$ cat config.mk
export PLATFORM = sky130hd
export DESIGN_NAME = jtframe_ram_nslots_arb
export DESIGN_NICKNAME = d
export VERILOG_FILES = /design/src/rtl/jtframe_ram_nslots_arb.sv
export SDC_FILE = /design/constraint.sdc
export NUM_CORES = 1
export LEC_CHECK = 0
export ABC_CLOCK_PERIOD_IN_PS = 2800
export CORE_AREA = 10 10 144 146
export CTS_CLUSTER_DIAMETER = 30
export DETAILED_ROUTE_END_ITERATION = 10
export DIE_AREA = 0 0 154 156
export GPL_ROUTABILITY_DRIVEN = 0
export GPL_TIMING_DRIVEN = 0
export PLACE_DENSITY_LB_ADDON = 0.08
export SETUP_SLACK_MARGIN = 0.02
export SKIP_LAST_GASP = 1
export SLEW_MARGIN = 20
export SYNTH_ARGS = -nofsm -noshare
export SYNTH_HDL_FRONTEND = slang
export SYNTH_SLANG_ARGS = --single-unit
$ cat constraint.sdc
create_clock -name clk -period 2.8 [get_ports clk]
set_clock_uncertainty 0.2 [all_clocks]
set_input_delay 0.84 -clock clk [delete_from_list [all_inputs] [get_ports clk]]
set_output_delay 0.84 -clock clk [all_outputs]
set_load 0.05 [all_outputs]
$ cat src/rtl/jtframe_ram_nslots_arb.sv
// jtframe_ram_nslots_arb
// ----------------------
// Purpose: collects read/write requests from SLOTS requesters and presents one
// of them at a time to the SDRAM controller. A grant is held until the
// controller signals data_rdy. The winner is picked by fixed priority (lowest
// index) or by round-robin, slots 0..WRSLOTS-1 may write, and an optional
// watchdog drops a grant that never sees data_rdy.
//
// Ports:
//   clk, rst_n          clock, synchronous active-low reset
//   slot_req/rnw        per-slot request level and read(1)/write(0) flag
//   slot_addr/din/wrmask per-slot address, write data, byte mask (active low)
//   slot_sel            one-hot grant back to the requesters
//   sdram_ack           controller took the command (clears the strobes)
//   data_rdy            controller finished the access (ends the grant)
//   sdram_rd/wr         command strobes
//   sdram_addr          command address
//   data_write          write data
//   sdram_wrmask        byte mask, active low
//   timeout             one-cycle pulse when the watchdog drops a grant
//   timeout_slot        index of the last slot dropped by the watchdog
// All outputs are registered.
module jtframe_ram_nslots_arb #(
  parameter int SLOTS   = 8,
  parameter int SDRAMW  = 22,
  parameter int WRSLOTS = 2,
  parameter int RR      = 0,
  parameter int TIMEOUT = 0
) (
  input  logic                      clk,
  input  logic                      rst_n,
  input  logic [SLOTS-1:0]          slot_req,
  input  logic [SLOTS-1:0]          slot_rnw,
  input  logic [SLOTS*SDRAMW-1:0]   slot_addr,
  input  logic [SLOTS*16-1:0]       slot_din,
  input  logic [SLOTS*2-1:0]        slot_wrmask,
  output logic [SLOTS-1:0]          slot_sel,
  input  logic                      sdram_ack,
  input  logic                      data_rdy,
  output logic                      sdram_rd,
  output logic                      sdram_wr,
  output logic [SDRAMW-1:0]         sdram_addr,
  output logic [15:0]               data_write,
  output logic [1:0]                sdram_wrmask,
  output logic                      timeout,
  output logic [$clog2(SLOTS)-1:0]  timeout_slot
);

  localparam int IDXW = $clog2(SLOTS);
  // Last counter value before the watchdog fires; unused when TIMEOUT==0.
  localparam logic [15:0] CNT_LAST = 16'((TIMEOUT > 0) ? TIMEOUT - 1 : 0);

  // Registered state
  logic [SLOTS-1:0]  sel_q,     sel_d;
  logic              rd_q,      rd_d;
  logic              wr_q,      wr_d;
  logic [SDRAMW-1:0] addr_q,    addr_d;
  logic [15:0]       dout_q,    dout_d;
  logic [1:0]        mask_q,    mask_d;
  logic              to_q,      to_d;
  logic [IDXW-1:0]   to_slot_q, to_slot_d;
  logic [IDXW-1:0]   ptr_q,     ptr_d;
  logic [IDXW-1:0]   cur_q,     cur_d;
  logic [15:0]       cnt_q,     cnt_d;

  // Arbitration helpers
  logic [SLOTS-1:0]  active;
  logic              busy;
  logic              arb_pt;
  logic              wd_hit;
  logic              found;
  logic [IDXW-1:0]   win;

  // Grant candidate fields for the winner
  logic [SLOTS-1:0]  g_sel;
  logic [SDRAMW-1:0] g_addr;
  logic [15:0]       g_din;
  logic [1:0]        g_mask;
  logic              g_rd;
  logic              g_wr;

  // Data/mask inputs of read-only slots and the pointer in fixed mode are
  // legitimately ignored.
  logic unused_inputs;
  assign unused_inputs = ^{slot_din, slot_wrmask, slot_rnw, ptr_q};

  // Winner search. Each active slot gets a distance from the search start:
  // its index in fixed mode, or its offset from ptr+1 (mod SLOTS) in
  // round-robin mode. The smallest distance wins. Only constant indices are
  // used so the loop unrolls into a plain priority tree.
  function automatic logic [IDXW:0] pick(input logic [SLOTS-1:0] act,
                                         input logic [IDXW-1:0]  ptr);
    logic            hit;
    logic [IDXW-1:0] best;
    int              best_d;
    int              d;
    hit    = 1'b0;
    best   = '0;
    best_d = SLOTS;
    for (int i = 0; i < SLOTS; i++) begin
      if (RR != 0) d = (i + 2 * SLOTS - int'(ptr) - 1) % SLOTS;
      else         d = i;
      if (act[i] && (d < best_d)) begin
        hit    = 1'b1;
        best   = IDXW'(i);
        best_d = d;
      end
    end
    return {hit, best};
  endfunction

  // The slot that just finished is masked so it cannot win on the same
  // data_rdy cycle that ends its own access.
  assign active = slot_req & ~sel_q;
  assign busy   = |sel_q;
  assign arb_pt = !busy || data_rdy;
  assign wd_hit = (TIMEOUT > 0) && busy && !data_rdy && (cnt_q == CNT_LAST);

  assign {found, win} = pick(active, ptr_q);

  // Build the command the winner would issue. With no winner everything
  // defaults to idle and data_write keeps its previous value.
  always_comb begin
    g_sel  = '0;
    g_addr = addr_q;
    g_din  = dout_q;
    g_mask = 2'b11;
    g_rd   = 1'b0;
    g_wr   = 1'b0;
    for (int i = 0; i < SLOTS; i++) begin
      if (found && (win == IDXW'(i))) begin
        g_sel[i] = 1'b1;
        g_addr   = slot_addr[i*SDRAMW +: SDRAMW];
        if (i < WRSLOTS) begin
          g_din  = slot_din[i*16 +: 16];
          g_mask = slot_wrmask[i*2 +: 2];
          g_rd   = slot_rnw[i];
          g_wr   = ~slot_rnw[i];
        end else begin
          // Read-only slot: rnw/din/wrmask are ignored.
          g_rd   = 1'b1;
        end
      end
    end
  end

  // Next-state logic
  always_comb begin
    sel_d     = sel_q;
    rd_d      = rd_q;
    wr_d      = wr_q;
    addr_d    = addr_q;
    dout_d    = dout_q;
    mask_d    = mask_q;
    to_d      = 1'b0;
    to_slot_d = to_slot_q;
    ptr_d     = ptr_q;
    cur_d     = cur_q;
    cnt_d     = cnt_q;

    if (sdram_ack) begin
      rd_d = 1'b0;
      wr_d = 1'b0;
    end

    if (busy)     cnt_d = cnt_q + 16'd1;
    if (data_rdy) cnt_d = '0;

    if (arb_pt) begin
      // A new grant's strobes override a same-cycle sdram_ack.
      sel_d = g_sel;
      rd_d  = g_rd;
      wr_d  = g_wr;
      if (found) begin
        addr_d = g_addr;
        dout_d = g_din;
        mask_d = g_mask;
        cur_d  = win;
        cnt_d  = '0;
        if (RR != 0) ptr_d = win;
      end
    end else if (wd_hit) begin
      // Drop the stuck grant; ptr is left alone so fairness is unaffected.
      sel_d     = '0;
      rd_d      = 1'b0;
      wr_d      = 1'b0;
      to_d      = 1'b1;
      to_slot_d = cur_q;
      cnt_d     = '0;
    end
  end

  always_ff @(posedge clk) begin
    if (!rst_n) begin
      sel_q     <= '0;
      rd_q      <= 1'b0;
      wr_q      <= 1'b0;
      addr_q    <= '0;
      dout_q    <= '0;
      mask_q    <= 2'b11;
      to_q      <= 1'b0;
      to_slot_q <= '0;
      ptr_q     <= IDXW'(SLOTS - 1);
      cur_q     <= '0;
      cnt_q     <= '0;
    end else begin
      sel_q     <= sel_d;
      rd_q      <= rd_d;
      wr_q      <= wr_d;
      addr_q    <= addr_d;
      dout_q    <= dout_d;
      mask_q    <= mask_d;
      to_q      <= to_d;
      to_slot_q <= to_slot_d;
      ptr_q     <= ptr_d;
      cur_q     <= cur_d;
      cnt_q     <= cnt_d;
    end
  end

  assign slot_sel     = sel_q;
  assign sdram_rd     = rd_q;
  assign sdram_wr     = wr_q;
  assign sdram_addr   = addr_q;
  assign data_write   = dout_q;
  assign sdram_wrmask = mask_q;
  assign timeout      = to_q;
  assign timeout_slot = to_slot_q;

endmodule

* Yosys cells after proc, flatten, opt, wreduce, memory -nomap -nowiden
Index checks and enable logic that the tools add are counted.
W data, S select, Z words.
** Storage, ports and cells
- Register bits :: 50
- Input port bits :: 340
- Word-level logic and storage cells :: 104
** Operators by class
- Magnitude comparators :: 7
- Equal/unequal tests :: 7
- Multiplexer cells :: 55
- Bitwise gates (word level) :: 4
- Reductions and logical operators :: 25
** Operator list (number)
- $mux W22 :: 8
- $lt A4 B32 Y1 const A :: 4
- $mux W32 :: 3
- $lt A3 B32 Y1 const A :: 2
- $mux W16 :: 2
- $mux W1 :: 30
- $mux W4 :: 4
- $logic_and A1 B1 Y1 :: 15
- $eq A3 B3 Y1 const B :: 4
- $mux W3 :: 4
- $and A8 B8 Y8 :: 1
- $mux W2 :: 4
- $not A8 Y8 :: 1
- $reduce_bool A8 Y1 :: 1
- $reduce_or A8 Y1 :: 1
- $eq A3 B2 Y1 const B :: 2
- $reduce_and A3 Y1 :: 2
- $lt A1 B4 Y1 const A :: 1
- $reduce_bool A2 Y1 :: 2
- $eq A3 B1 Y1 const B :: 1
- $logic_not A3 Y1 :: 1
- $not A1 Y1 :: 2
- $reduce_and A2 Y1 :: 1
- $logic_not A1 Y1 :: 1
- $logic_or A1 B1 Y1 :: 1

* Logic depth before layout (Yosys ltp)
Gate-level depths: netlist (run 1).
- Word-level depth :: 35
- Gate-level depth with buffers :: 8
- Depth with buffers taken out :: 6

* Least setup slack after synthesis (run 1)
No wires, ideal clock.
- Path kind :: input-to-reg
- Start point :: input port slot_req[3]
- End point :: register addr_q[10], in the netlist sdram_addr[10]
- Setup time :: 0.128 ns
- Arrival time :: 2.285 ns
- Required time :: 2.472 ns
- Path slack :: 0.187 ns
- Stages on the path :: 7
- Cells stage by stage :: nor2b_1 > buf_2 > nor4_4 > buf_2 > a2bb2oi_1 > a2111oi_2 > nor4b_2
** On the way
- Word-level cells in the longest chain between the ends :: 24
** Ends and longest elaborated chain
- start: declaration :: line 32 : input logic [SLOTS-1:0] slot_req,
- $and A8 B8 Y8 (*) :: line 114 : assign active = slot_req & ~sel_q;
- $logic_and A1 B1 Y1 (*) :: line 103 : if (act[i] && (d < best_d)) begin
- $mux W4 :: line 103
- $lt A4 B32 Y1 :: line 103
- $logic_and A1 B1 Y1 :: line 103
- $mux W32 :: line 103
- $lt A4 B32 Y1 :: line 103
- $logic_and A1 B1 Y1 :: line 103
- (+2 left out)
- $logic_and A1 B1 Y1 :: line 103
- $mux W32 :: line 103
- $lt A4 B32 Y1 :: line 103
- $logic_and A1 B1 Y1 :: line 103
- $mux W3 :: line 103
- $eq A3 B1 Y1 :: line 131 : if (found && (win == IDXW'(i))) begin
- $logic_and A1 B1 Y1 :: line 131
- $mux W22 (7 in series) :: line 131
- end signal: assignment :: line 210 : addr_q <= addr_d;
- end: declaration :: line 57 : logic [SDRAMW-1:0] addr_q, addr_d;
Mark *: on every way between the ends. The rest lies on a longest branch, timed or not.
A chain may end at the register's enable or synchronous reset.

* Worst setup path in the final report (run 1)
- Start point :: input port slot_req[4]
- End point :: register addr_q[9], in the netlist sdram_addr[9]
** On the way
- Word-level cells in the longest chain between the ends :: 21
** Ends and longest elaborated chain (line)
- $and A8 B8 Y8 (*) :: 114
- $logic_and A1 B1 Y1 (*) :: 103
- $mux W32 :: 103
- $lt A4 B32 Y1 :: 103
- $logic_and A1 B1 Y1 :: 103
- $mux W32 :: 103
- $lt A4 B32 Y1 :: 103
- $logic_and A1 B1 Y1 :: 103
- $mux W32 :: 103
- $lt A4 B32 Y1 :: 103
- $logic_and A1 B1 Y1 :: 103
- $mux W3 :: 103
- $eq A3 B1 Y1 :: 131
- $logic_and A1 B1 Y1 :: 131
- $mux W22 (7 in series) :: 131
Marks and branches as above.

==> key figures, run 1 <==
Outcome
  • Status: finished clean

Synthesis
  • Adder-Cell Fraction of Synth Area: 0
  • Xor and xnor area share after synthesis: 0
  • Synth cell types: 52
  • Ys Warns: 0
  • Post-synth top area share: 0.255
  • Mapped Cells: 533
  • Proportion of synthesized chip area in sequential cells: 0.255
  • Syn Area/Cell: 7.36 um2
  • Simple-gate share of the synthesized area: 0.269
  • Number of synthesized flops with an enable pin: 0
  • Synth cell count leaders: nand2_1, a21oi_1, o21ai_0
  • Post-synthesis mux area share: 0.00255
  • Synth Area in Compound Gates: 0.405
  • Synthesized flop and latch total: 50
  • Dominant cell type by area after synthesis: dfxtp_1
  • Area contributors post-synth: dfxtp_1, a21oi_1, nand2_1, o21ai_0, o211a_1
  • Largest family of logic cells by synthesized area: compound AO/OA/AOI/OAI gates
  • Fraction of registers with async set/reset: 0
  • Post-Syn Area: 3930 um2
  • Most instantiated library cell after synthesis: nand2_1
  • Most used DFF post-synth: dfxtp_1

Die
  • DIE AREA: 24,000 um2
  • I/O pins: 394
  • Die width: 154 um
  • Core footprint: 17,800 um2
  • Die Y: 156 um
  • Initial Utilization: 0.220
  • Row cnt: 49

Detailed routing
  • Detailed Routing Iterations Pass 1: 4
  • Routed WL per cell: 23.2 um
  • Via count: 5,420
  • Routed wire length: 24.8 mm
  • First-iteration detailed-routing DRC count: 266
  • Remaining antenna violation count: 0
  • Remaining DRCs: 0
  • Vias/cell: 5.09

Critical path
  • Crit path max fanout: 9
  • CP arrival: 2.75 ns
  • Crit Path Category: input pin to flop
  • Req. time, crit path: 2.83 ns
  • Startpoint types: input pin
  • Crit. End Element: flop

Placement
  • Port Buffers: 274
  • Detail Placement HPWL: 20.3 mm
  • Placed insts: 1,039

Global route
  • Vias in the first global route: 5,834
  • Largest net degree at the start of global routing: 15
  • Initial antenna violation count: 0
  • First-pass GRT wire length: 36.1 mm
  • Total congestion overflow: 0
  • Total track usage: 0.195

Timing
  • Tmin final: 2.72 ns
  • Unrepaired setup endpoints after global routing: true
  • F_max: 368 MHz
  • Final hold violations: 0
  • Final worst path period share: 0.970
  • Final setup vio count: 0
  • Worst-margin pin slew: 0.577 ns
  • Max-slew violations: 0
  • Max_slew headroom: 0.614

CTS
  • Worst-Skew Late Latency: 0.29 ns
  • Max H-tree Level: 2
  • CTS Buf Count: 5
  • Root buffer cell: clkbuf_16
  • TritonCTS clock tree: yes
  • Clock tree buffer depth: 2
  • Clk sinks: 50
  • Register clock-pin slew on the reported worst setup and hold paths: 0.07 ns

Finish
  • Ant diodes: 0
  • Area added between synthesis and finish: 91.9%
  • Non-Filler Instances: 1,065
  • Post-layout util: 0.422
  • Layout cells sized above 1: 0.142
  • Total Nets Final: 1,176

Min path
  • Min-Delay Path Class: flop to flop

Pwr
  • Leak: 2.92 nW
  • Worst VDD drop: 0.248 mV
  • Pwr dens: 421 nW/um2

Flow run
  • Max-Cap Viols: 0
per-stage QoR:
stage | instance area (um2) | setup TNS [ns] | total power, mW | hold WS (ns) | setup slack, ns
final | 7530 | 0 | 3.17 | 0.272 | 0.0837
after global routing | 7530 | -0.0227 | 3.34 | 0.318 | -0.0227
after CTS | 7460 | 0 | 3.20 | 0.274 | 0.0262
after detailed placement | 6970 | -32.78 | 2.46 | 0.262 | -0.900
after global placement | 6970 | -30.90 | 2.45 | 0.257 | -0.845
after floorplan | 3940 | 0 | 1.72 | 0.483 | 0.187
report_power, final:
group / switching [mW] / internal (mW)
logic: 0.926 / 0.765
clock network: 0.288 / 0.328
registers: 0.0551 / 0.805
final cells by class:
| cell class | instances | area [um2] |
|---|---|---|
| buffer | 51 | 337 |
| clock buffer | 6 | 129 |
| clock inverter | 1 | 7.51 |
| fill | 1790 | 10300 |
| inverter | 5 | 18.8 |
| multi-input combinational | 429 | 2830 |
| sequential | 50 | 1000 |
| tap | 229 | 287 |
| timing repair buffer | 294 | 2920 |
repair_timing:
| item | CTS | global route |
|---|---|---|
| gates cloned | 2 | 0 |
| buffers inserted | 16 | 3 |
| resized for setup | 73 | 26 |
| hold buffers | 0 | 0 |
| endpoints found under the setup margin | 46 | 21 |
| pin swaps | 8 | 3 |
sequential cells by signal, summed over array words and instances, names as in the netlist:
name,count
sdram_wrmask,2
slot_sel,8
sdram_wr,1
sdram_rd,1
sdram_addr,22
data_write,16
critical path, stage by stage:
cell	delay (ns)
clkdlybuf4s50_1	0.44
nand2b_1	0.08
buf_2	0.25
nand3_4	0.19
o211a_1	0.26
o22a_1	0.21
a221o_1	0.33
a21oi_1	0.14
routing by layer:
| metal | wire length (um) | up-vias | track usage |
|---|---|---|---|
| li1 | - | 2594 | - |
| met1 | 10100 | 2554 | 0.228 |
| met2 | 12000 | 249 | 0.331 |
| met3 | 2210 | 23 | 0.0687 |
| met4 | 473 | 0 | 0.0490 |
| met5 | 0 | - | 0 |
cell usage in the layout (no fill, tap or decap), types with 4 or more instances in the layout:
| cell type | Yosys | layout |
|---|---|---|
| clkdlybuf4s50_1 | 0 | 270 |
| nand2_1 | 71 | 68 |
| a21oi_1 | 62 | 61 |
| dfxtp_1 | 50 | 50 |
| o21ai_0 | 51 | 47 |
| nor2_1 | 37 | 34 |
| nand3_1 | 34 | 33 |
| buf_4 | 7 | 31 |
| o211a_1 | 18 | 18 |
| nor3_1 | 15 | 13 |
| a22oi_1 | 12 | 11 |
| buf_2 | 19 | 10 |
| a22o_1 | 10 | 10 |
| nor4b_2 | 10 | 10 |
| a21o_1 | 10 | 10 |
| o221ai_1 | 10 | 9 |
| a2111oi_2 | 10 | 9 |
| a2bb2oi_1 | 10 | 9 |
| clkbuf_1 | 24 | 8 |
| buf_6 | 0 | 8 |
| nand2b_1 | 7 | 7 |
| clkbuf_2 | 0 | 7 |
| nor2b_1 | 10 | 6 |
| a211oi_1 | 6 | 6 |
| inv_1 | 5 | 5 |
| clkbuf_4 | 0 | 5 |
| and2_1 | 5 | 5 |
| clkbuf_16 | 0 | 5 |
| o22ai_1 | 4 | 4 |
| o21ai_1 | 0 | 4 |
| conb_1 | 1 | 4 |
| dlygate4sd2_1 | 0 | 4 |
logic make-up after synthesis:
logic type | count (synthesis)
compound gates | 221
buf+inv | 57
flops | 50
mux | 1
other cells | 1
simple gates | 203
path summary, 6_finish.rpt:
path | slack (ns) | end | depth (start not counted) | start
worst max-delay path | 0.08 | sdram_addr[9] | 8 | slot_req[4]
worst min-delay path | 0.27 | sdram_wrmask[0] | 2 | sdram_wrmask[0]
worst max register to register | 0.41 | sdram_addr[2] | 7 | slot_sel[1]
worst min register to register | 0.27 | sdram_wrmask[0] | 2 | sdram_wrmask[0]
(Power assumes the default switching activity.)
==> run 2: changes to the inputs <==
- SLEW_MARGIN: 20 -> 25
==> results of run 2 <==
The final DEF is identical to that of run 1; final timing and power are the same.
==> run 3: changes to the inputs <==
- CTS_CLUSTER_SIZE: default -> 14
- SLEW_MARGIN: 25 -> default
==> results of run 3 <==
The final DEF is identical to that of run 1; final timing and power are the same.
